### src/rtl/wb_rf_write_arbiter.sv
// Write-port arbiter for the GPR file: the pipeline WB result wins, late results queue in a FIFO and drain into idle slots.
// Optional STARVE_GUARD_EN: a one-cycle WB hold (Stall_Req) forces the queue head out when it has waited too long.
module wb_rf_write_arbiter #(
  parameter int DEPTH        = 4,
  parameter int STARVE_LIMIT = 8,
  parameter int DW           = 32
) (
  input  logic                       clk,
  input  logic                       rst,
  input  logic                       WB_Wen,
  input  logic [4:0]                 WB_Dst,
  input  logic [DW-1:0]              WB_Result,
  input  logic                       Late_Valid,
  input  logic [4:0]                 Late_Dst,
  input  logic [DW-1:0]              Late_Data,
  output logic                       Late_Ready,
  input  logic                       Late_Flush,
  input  logic [4:0]                 Query_Rs,
  input  logic [4:0]                 Query_Rt,
  output logic                       Pend_Rs,
  output logic                       Pend_Rt,
  output logic                       Stall_Req,
  output logic                       RF_Wen,
  output logic [4:0]                 RF_Dst,
  output logic [DW-1:0]              RF_Data,
  output logic [$clog2(DEPTH+1)-1:0] Occupancy
);
  localparam int PW = $clog2(DEPTH);
  localparam int CW = $clog2(DEPTH+1);

  logic [PW-1:0]    rd_ptr, wr_ptr;
  logic [CW-1:0]    count;
  logic [DEPTH-1:0] ent_valid, ent_valid_next;
  logic [4:0]       ent_dst  [DEPTH];
  logic [DW-1:0]    ent_data [DEPTH];

  logic fifo_empty, head_valid, wb_grant, drain, pop, enq, enq_killed;

  // Late channel handshake: an entry transfers on a clock edge where Late_Valid && Late_Ready;
  // Late_Ready depends only on the registered count, so a pop in the same cycle does not open the FIFO.
  assign Late_Ready = !rst && (count < CW'(DEPTH));
  assign Occupancy  = count;

  assign fifo_empty = (count == '0);
  assign head_valid = !fifo_empty && ent_valid[rd_ptr];
  assign wb_grant   = !rst && !Stall_Req && WB_Wen && (WB_Dst != 5'd0);
  assign drain      = head_valid && (Stall_Req || !wb_grant);
  // Killed heads leave without consuming the write port.
  assign pop        = !fifo_empty && (!ent_valid[rd_ptr] || drain);
  assign enq        = Late_Valid && Late_Ready && (Late_Dst != 5'd0) && !Late_Flush;
  assign enq_killed = wb_grant && (Late_Dst == WB_Dst);

  always_comb begin
    RF_Wen  = 1'b0;
    RF_Dst  = 5'd0;
    RF_Data = '0;
    if (drain) begin
      RF_Wen  = 1'b1;
      RF_Dst  = ent_dst[rd_ptr];
      RF_Data = ent_data[rd_ptr];
    end else if (wb_grant) begin
      RF_Wen  = 1'b1;
      RF_Dst  = WB_Dst;
      RF_Data = WB_Result;
    end
  end

  always_comb begin
    Pend_Rs = 1'b0;
    Pend_Rt = 1'b0;
    for (int i = 0; i < DEPTH; i++) begin
      if (ent_valid[i] && (Query_Rs != 5'd0) && (ent_dst[i] == Query_Rs)) Pend_Rs = 1'b1;
      if (ent_valid[i] && (Query_Rt != 5'd0) && (ent_dst[i] == Query_Rt)) Pend_Rt = 1'b1;
    end
  end

  // Newer pipeline write to D makes every queued write to D obsolete (last writer wins).
  always_comb begin
    ent_valid_next = ent_valid;
    for (int i = 0; i < DEPTH; i++) begin
      if (wb_grant && (ent_dst[i] == WB_Dst)) ent_valid_next[i] = 1'b0;
    end
    if (pop) ent_valid_next[rd_ptr] = 1'b0;
    if (enq) ent_valid_next[wr_ptr] = !enq_killed;
  end

  always_ff @(posedge clk or posedge rst) begin
    if (rst) begin
      rd_ptr    <= '0;
      wr_ptr    <= '0;
      count     <= '0;
      ent_valid <= '0;
    end else if (Late_Flush) begin
      rd_ptr    <= '0;
      wr_ptr    <= '0;
      count     <= '0;
      ent_valid <= '0;
    end else begin
      ent_valid <= ent_valid_next;
      if (pop) rd_ptr <= rd_ptr + PW'(1);
      if (enq) wr_ptr <= wr_ptr + PW'(1);
      if (enq && !pop)      count <= count + CW'(1);
      else if (pop && !enq) count <= count - CW'(1);
    end
  end

  always_ff @(posedge clk) begin
    if (enq) begin
      ent_dst[wr_ptr]  <= Late_Dst;
      ent_data[wr_ptr] <= Late_Data;
    end
  end

`ifdef STARVE_GUARD_EN
  localparam int AW = $clog2(STARVE_LIMIT+1);
  logic [AW-1:0] age, age_next;
  logic          stall_q, stall_next;

  always_comb begin
    age_next = age;
    if (!head_valid || pop)             age_next = '0;
    else if (age < AW'(STARVE_LIMIT))   age_next = age + AW'(1);
    // The hold lands in the cycle the head has waited STARVE_LIMIT-1 cycles.
    stall_next = !stall_q && (age_next == AW'(STARVE_LIMIT-1));
  end

  always_ff @(posedge clk or posedge rst) begin
    if (rst) begin
      age     <= '0;
      stall_q <= 1'b0;
    end else if (Late_Flush) begin
      age     <= '0;
      stall_q <= 1'b0;
    end else begin
      age     <= age_next;
      stall_q <= stall_next;
    end
  end

  assign Stall_Req = stall_q;
`else
  assign Stall_Req = 1'b0;
`endif
endmodule

### config.mk
export PLATFORM = sky130hd
export DESIGN_NAME = wb_rf_write_arbiter
export DESIGN_NICKNAME = d
export VERILOG_FILES = /design/src/rtl/wb_rf_write_arbiter.sv
export SDC_FILE = /design/constraint.sdc
export NUM_CORES = 1
export LEC_CHECK = 0
export BUFFER_PORTS_ARGS = -buffer_cell sky130_fd_sc_hd__clkbuf_2
export CAP_MARGIN = 20
export CORE_UTILIZATION = 32
export DETAILED_ROUTE_END_ITERATION = 10
export HOLD_SLACK_MARGIN = 0.06
export PLACE_DENSITY_LB_ADDON = 0.12
export SYNTH_ARGS = -nofsm -noshare
export SYNTH_HDL_FRONTEND = slang
export SYNTH_SLANG_ARGS = --single-unit
### constraint.sdc
create_clock -name clk -period 5.4 [get_ports clk]
set_clock_uncertainty 0.15 [all_clocks]
set_input_delay 0.81 -clock clk [delete_from_list [all_inputs] [get_ports clk]]
set_output_delay 0.81 -clock clk [all_outputs]
set_load 0.01 [all_outputs]
==> results.py, run 1 <==
metrics = {
    "power_and_ir_drop": {
        "power_density_mw_per_mm2": 385,
        "sequential_cell_fraction_of_total_power_pct": 42.5,
        "p_leak_uw": 0.00319,
        "comb_power_share_pct": 22.1,
        "total_switching_power_uw": 958,
        "vdd_drop_max_uv": 208,
        "p_total_uw": 3420,
        "p_int_uw": 2460,
        "netSwitchingFraction_pct": 28.0,
        "clock_power_share_pct": 35.4,
    },
    "worst_setup_path": {
        "startpoint": "WB_Dst[2]",
        "cp_data_required_time_ps": 4440,
        "critical_path.top_delay_family": "simple AND/OR/NAND/NOR gates",
        "slowest_delay_ps": 580,
        "critPathLaunchType": "input port",
        "crit-reg2reg-launch": "rd_ptr[0]",
        "critPathKind": "in2out",
        "worstPathArrival_ps": 3290,
        "worstPathCellList": "clkbuf_2 -> or4_4 -> o21a_2 -> nor2_4 -> buf_4 -> a22o_1 -> clkbuf_2",
        "critical_path.most_common_cell": "clkbuf_2",
        "critical_path.endpoint_type": "output pin",
        "peak_fanout_along_the_critical_path": 34,
        "crit_path_top_delay_cell": "or4_4",
        "crit_buf_inv": 3,
    },
    "placed_design": {
        "place_congestion": 0.814,
        "postPlaceCellArea_mm2": 0.00827,
        "place_hpwl_mm": 12.0,
        "port-buffer-count": 132,
    },
    "routing": {
        "dr_total_vias": 4314,
        "drt_pass1_iterations": 4,
        "detail_route.vias_per_cell": 5.03,
        "drc": 0,
        "wire_length_per_cell_um": 20.5,
        "drt-initial-drc-count": 215,
        "ant_nets": 0,
        "route.final.wire_length_mm": 17.6,
    },
    "layout": {
        "final.fill_count": 2142,
        "layout-drive-gt1-share_pct": 39.3,
        "area_of_the_multi_input_gates_mm2": 0.00242,
        "register_area_mm2": 0.00472,
        "antenna-diode-count": 0,
        "fin_area_mm2": 0.00887,
        "fin_nets": 658,
        "area_delta_synth_final_pct": 20.9,
    },
    "synthesis": {
        "mappedNetlistNets": 533,
        "synth_largest_type_area_fraction_pct": 60.6,
        "yosys_warnings": 0,
        "post_synth_main_area_contributors": "edfxtp_1 61%, mux4_2 12%, xor2_1 5.1%, a22o_1 4.4%, dfrtp_1 3.8%",
        "synthDistinctLibCells": 39,
        "edff_count_synth": 148,
        "synth_area_per_inst_um2": 16.9,
        "yosys_register_bits": 159,
        "seq_area_frac_synth_pct": 64.3,
        "cells_after_synthesis": 435,
        "synth_area_leader_cell": "edfxtp_1",
        "synth.cell_area_mm2": 0.00734,
        "yosys_most_used_dff": "edfxtp_1",
        "synth_async_sr_flop_share_pct": 6.92,
    },
    "clock_tree": {
        "clock_h_tree_levels": 4,
        "cts_root_buffer": "clkbuf_16",
        "numCtsBuffers": 17,
        "cts_sinks": 159,
        "clock_latency_ps": 410,
        "tritoncts_clock_tree": "built",
        "cts_setup_buffers": 0,
        "cts_hold_repair.buffers": 0,
        "clk_pin_slew_ps": 70,
        "ctsResizeCount": 0,
        "max-clock-path-buffers": 2,
    },
    "global_route": {
        "globalRouteOverflowTotal": 0,
        "grt_use_total_pct": 15.7,
        "antenna_found_initial": 2,
        "grt_pass1_vias": 4643,
        "grt_max_degree": 42,
        "wire_length_of_the_first_global_routing_pass_mm": 27.0,
    },
    "sta": {
        "relSlewSlack_pct": 45.0,
        "timing_max_transition_violations_final": 0,
        "grt_setup_unrepaired": "false",
        "clock.fmax_mhz": 235,
        "fin_crit_sh_pct": 78.6,
        "finalSetupViolCount": 0,
        "worst-slew-pin-transition_ps": 825,
        "hold_viol_final": 0,
        "post-route-min-period_ps": 4250,
        "fin_setup_tns_ps": 0,
    },
    "floorplan": {
        "core_region_area_mm2": 0.0226,
        "height_of_the_die_um": 153,
        "io-pin-count": 134,
        "die_w_um": 153,
        "fp-row-count": 55,
        "die_area_mm2": 0.0235,
        "effective_utilization_at_floorplan_pct": 32.5,
    },
    "run": {
        "cap_violations": 0,
    },
    "status": {
        "run_status": "complete, no violations",
    },
    "hold_path": {
        "worstHoldPathType": "in2async",
    },
}
-- metrics by stage --
stage / instances / hold slack, ps / setup WS [ps] / util, %
after floorplan: 435 / 392 / 1950 / -
after detailed placement: 826 / 451 / 1100 / 36.6
after CTS: 858 / 277 / 1100 / 39.3
after global placement: 826 / 416 / 1160 / 36.6
after global routing: 858 / 303 / 969 / 39.3
final: 858 / 267 / 1150 / 39.3
-- layout make-up --
type / instances / share of cell area [%]
flip-flops and latches: 159 / 53.2
multi-input cells: 231 / 27.3
repair buffers: 140 / 8.12
clock buffers: 18 / 4.84
well taps: 285 / 4.02
clock inverters: 14 / 1.99
inverters: 11 / 0.465
-- layout by cell type (no fill, tap or decap), types with 4 or more instances in the layout --
| cell | instances |
|---|---|
| clkbuf_2 | 132 |
| inv_8 | 4 |
| a22o_1 | 37 |
| a2111oi_0 | 4 |
| ha_1 | 8 |
| inv_1 | 11 |
| clkbuf_16 | 17 |
| nor2_1 | 9 |
| xor2_1 | 43 |
| nor4_1 | 13 |
| xnor2_1 | 26 |
| and2_2 | 4 |
| edfxtp_1 | 148 |
| buf_4 | 8 |
| or4_1 | 4 |
| nand3_1 | 13 |
| mux2_2 | 4 |
| dfrtp_1 | 9 |
| mux4_2 | 38 |
-- cells in the mapped netlist (2+ instances only) --
master and n:
a2111oi_0 4, a22o_1 37, a31oi_1 2, and2_1 4, buf_1 2, buf_2 7, buf_4 2, buf_6 2
clkbuf_1 21, dfrtp_1 11, edfxtp_1 148, ha_1 8, inv_1 11, mux2_2 4, mux2i_1 3, mux4_2 38
nand2_1 3, nand3_1 13, nand4_1 2, nor2_1 9, nor3_1 2, nor4_1 13, o21a_1 3, or4_1 4
xnor2_1 26, xor2_1 43
-- registers in the layout (all words and copies together), names as in the netlist --
name	flops
wr_ptr	2
ent_data	128
Occupancy	3
ent_valid	4
ent_dst	20
rd_ptr	2
-- power by group through the flow --
stage	Sequential (uW)	Combinational, uW	Clock (uW)
3_3_place_gp	1480	770	0
4_1_cts	1460	776	1250
6_report	1450	754	1210
5_1_grt	1460	827	1290
3_5_place_dp	1480	772	0
2_1_floorplan	1450	566	0
-- cells by family after synthesis --
group / synth area share (%)
AND/OR/NAND/NOR: 4.35
XOR/XNOR: 8.24
other: 0.0511
adder cells (fa/ha/maj): 1.64
AO/OA/AOI/OAI: 6.00
multiplexers: 12.7
flip-flops: 64.3
buffers and inverters: 2.73
-- routing by layer --
layer	track usage, %	vias to the layer above	routed length [um]
met5	0	-	13
met4	4.52	2	185
met3	4.79	18	1010
met2	26.4	130	8680
met1	19.4	2191	7670
li1	-	1973	-
-- path summary, 6_finish.rpt --
check	cells past startpoint	to	slack, ps
worst max-delay path	7	RF_Dst[3]	1150
worst min-delay path	2	Occupancy[2]	270
worst max register to register	6	Occupancy[1]	2160
worst min register to register	2	wr_ptr[1]	460
max in group asynchronous	2	rd_ptr[0]	4470
min in group clk	2	wr_ptr[1]	460
Note: power is estimated with default switching activity, not from simulation.
==> inputs of run 2 (changes only) <==
clock period = 4.1 ns   (was 5.4 ns; I/O delays follow)
==> results.py, run 2 (synthesized netlist as in run 1, its figures left out) <==
metrics = {
    "status": {
        "run_status": "complete, no violations",
    },
    "layout": {
        "layout_commonest_cell": "edfxtp_1",
        "layout.cells.most_common_list": "148 x edfxtp_1, 132 x clkbuf_2, 43 x xor2_1",
        "largest-register": "ent_data",
        "largest_reg_flops": 128,
        "fin_area_mm2": 0.00891,
        "top_regs": "ent_data x128, ent_dst x20, ent_valid x4",
        "antenna-diode-count": 0,
        "final_core_utilization_pct": 39.5,
        "area_delta_synth_final_pct": 21.4,
        "layout-drive-gt1-share_pct": 39.2,
        "cell_count_final_fillers_out": 862,
        "fin_nets": 663,
    },
    "sta": {
        "hold_viol_final": 0,
        "relSlewSlack_pct": 52.3,
        "fin_crit_sh_pct": 83.1,
        "fin_setup_tns_ps": 0,
        "worst-slew-pin-transition_ps": 715,
        "timing_max_transition_violations_final": 0,
        "clock.fmax_mhz": 293,
        "finalSetupViolCount": 0,
        "grt_setup_unrepaired": "false",
        "post-route-min-period_ps": 3410,
    },
    "floorplan": {
        "die_area_mm2": 0.0235,
        "io-pin-count": 134,
        "core_region_area_mm2": 0.0226,
        "effective_utilization_at_floorplan_pct": 32.5,
        "die_w_um": 153,
        "height_of_the_die_um": 153,
        "fp-row-count": 55,
    },
    "routing": {
        "top_layer_used": "met4",
        "drt_pass1_iterations": 7,
        "drc": 0,
        "wire_length_per_cell_um": 20.8,
        "dr_total_vias": 4240,
        "detail_route.vias_per_cell": 4.92,
        "met3WireLength_um": 879,
        "routed-wl-met2_mm": 8.70,
        "ant_nets": 0,
        "route.final.wire_length_mm": 18.0,
        "drt-initial-drc-count": 330,
        "met1_routed_length_mm": 8.17,
    },
    "worst_setup_path": {
        "critical_path.endpoint_type": "output pin",
        "crit_path_top_delay_cell": "dfrtp_2",
        "slowest_delay_ps": 760,
        "crit_buf_inv": 2,
        "worstPathCellList": "mux4_2 -> nand2b_1 -> nor2_4 -> buf_4 -> a22o_1 -> clkbuf_2",
        "peak_fanout_along_the_critical_path": 19,
        "critical_path.top_delay_family": "flip-flops",
        "critPathLaunchType": "flip-flop",
        "worstPathArrival_ps": 2640,
        "cp_data_required_time_ps": 3340,
        "critPathKind": "reg2out",
    },
    "clock_tree": {
        "clock_h_tree_levels": 4,
        "cts_sinks": 159,
        "numCtsBuffers": 17,
        "cts_setup_buffers": 0,
        "tritoncts_clock_tree": "built",
        "clock_latency_ps": 420,
        "ctsResizeCount": 0,
        "cts_root_buffer": "clkbuf_16",
        "max-clock-path-buffers": 2,
        "clk_pin_slew_ps": 70,
    },
    "hold_path": {
        "worstHoldPathType": "in2reg",
    },
    "global_route": {
        "antenna_found_initial": 1,
        "grt_pass1_vias": 4635,
        "grt_use_total_pct": 16.1,
        "wire_length_of_the_first_global_routing_pass_mm": 27.5,
        "grt_max_degree": 42,
        "globalRouteOverflowTotal": 0,
    },
    "power_and_ir_drop": {
        "p_int_uw": 3300,
        "power_density_mw_per_mm2": 509,
        "sequential_cell_fraction_of_total_power_pct": 42.2,
        "comb_power_share_pct": 22.6,
        "total_switching_power_uw": 1230,
        "p_leak_uw": 0.00321,
        "p_total_uw": 4540,
        "clock_power_share_pct": 35.2,
        "vdd_drop_max_uv": 294,
        "netSwitchingFraction_pct": 27.2,
    },
    "run": {
        "cap_violations": 0,
    },
    "placed_design": {
        "place_hpwl_mm": 12.0,
        "placed_cells": 830,
        "port-buffer-count": 132,
        "place_congestion": 0.836,
        "postPlaceCellArea_mm2": 0.00831,
    },
}
==> run 2: cell types whose count changed in the layout (fill, tap and decap cells not counted), moves of 2 or more <==
cell      change
clkbuf_1      +2
buf_4         +3
clkinv_4      +2
inv_8         -3
==> run 2: layer usage <==
metal / up-vias / track usage [%]
met3: 14 / 4.34
met5: - / 0
met1: 2148 / 20.4
li1: 1976 / -
met4: 0 / 4.95
met2: 102 / 26.9
==> run 2: power groups by stage <==
stage	clock [uW]	combinational (uW)	sequential [uW]
floorplan	0	745	1910
global placement	0	1040	1960
detailed placement	0	1050	1960
CTS	1630	1050	1930
global route	1690	1130	1930
finish	1600	1020	1920
==> run 2: final cells by class <==
| cell class | instances | area [um^2] |
|---|---|---|
| Inverter | 11 | 41.3 |
| Clock inverter | 11 | 158 |
| Multi-Input combinational cell | 231 | 2420 |
| Fill cell | 2113 | 13700 |
| Clock buffer | 20 | 437 |
| Sequential cell | 159 | 4720 |
| Timing Repair Buffer | 145 | 773 |
| Tap cell | 285 | 357 |
==> run 2: metrics by stage <==
stage	setup WS (ps)	hold WS (ps)
CTS	565	242
finish	691	260
detailed placement	693	436
floorplan	841	317
global placement	715	418
global route	424	248
==> run 2: timing repair <==
action	CTS	global route
setup endpoints to repair	0	0
hold buffers	1	0
hold endpoints to repair	11	0
==> run 2: worst paths after layout <==
| path | startpoint | to | slack, ps | depth (start not counted) |
|---|---|---|---|---|
| min | Late_Data[14] | ent_data[2][14] | 260 | 1 |
| max reg2reg | rd_ptr[0] | Occupancy[1] | 1230 | 6 |
| min reg2reg | wr_ptr[1] | wr_ptr[1] | 450 | 2 |
| min in group asynchronous | rst | Occupancy[0] | 620 | 3 |
| max in group asynchronous | rst | rd_ptr[1] | 2830 | 3 |
| max | rd_ptr[0] | RF_Data[13] | 690 | 6 |
==> run 2: worst reg2reg max path, delay by kind of cell (launching register included) <==
| family | cells | cell delay (ps) |
|---|---|---|
| flip-flops | 1 | 760 |
| adder cells (fa/ha/maj) | 1 | 470 |
| multiplexers | 1 | 470 |
| AO/OA/AOI/OAI | 2 | 300 |
| AND/OR/NAND/NOR | 2 | 580 |
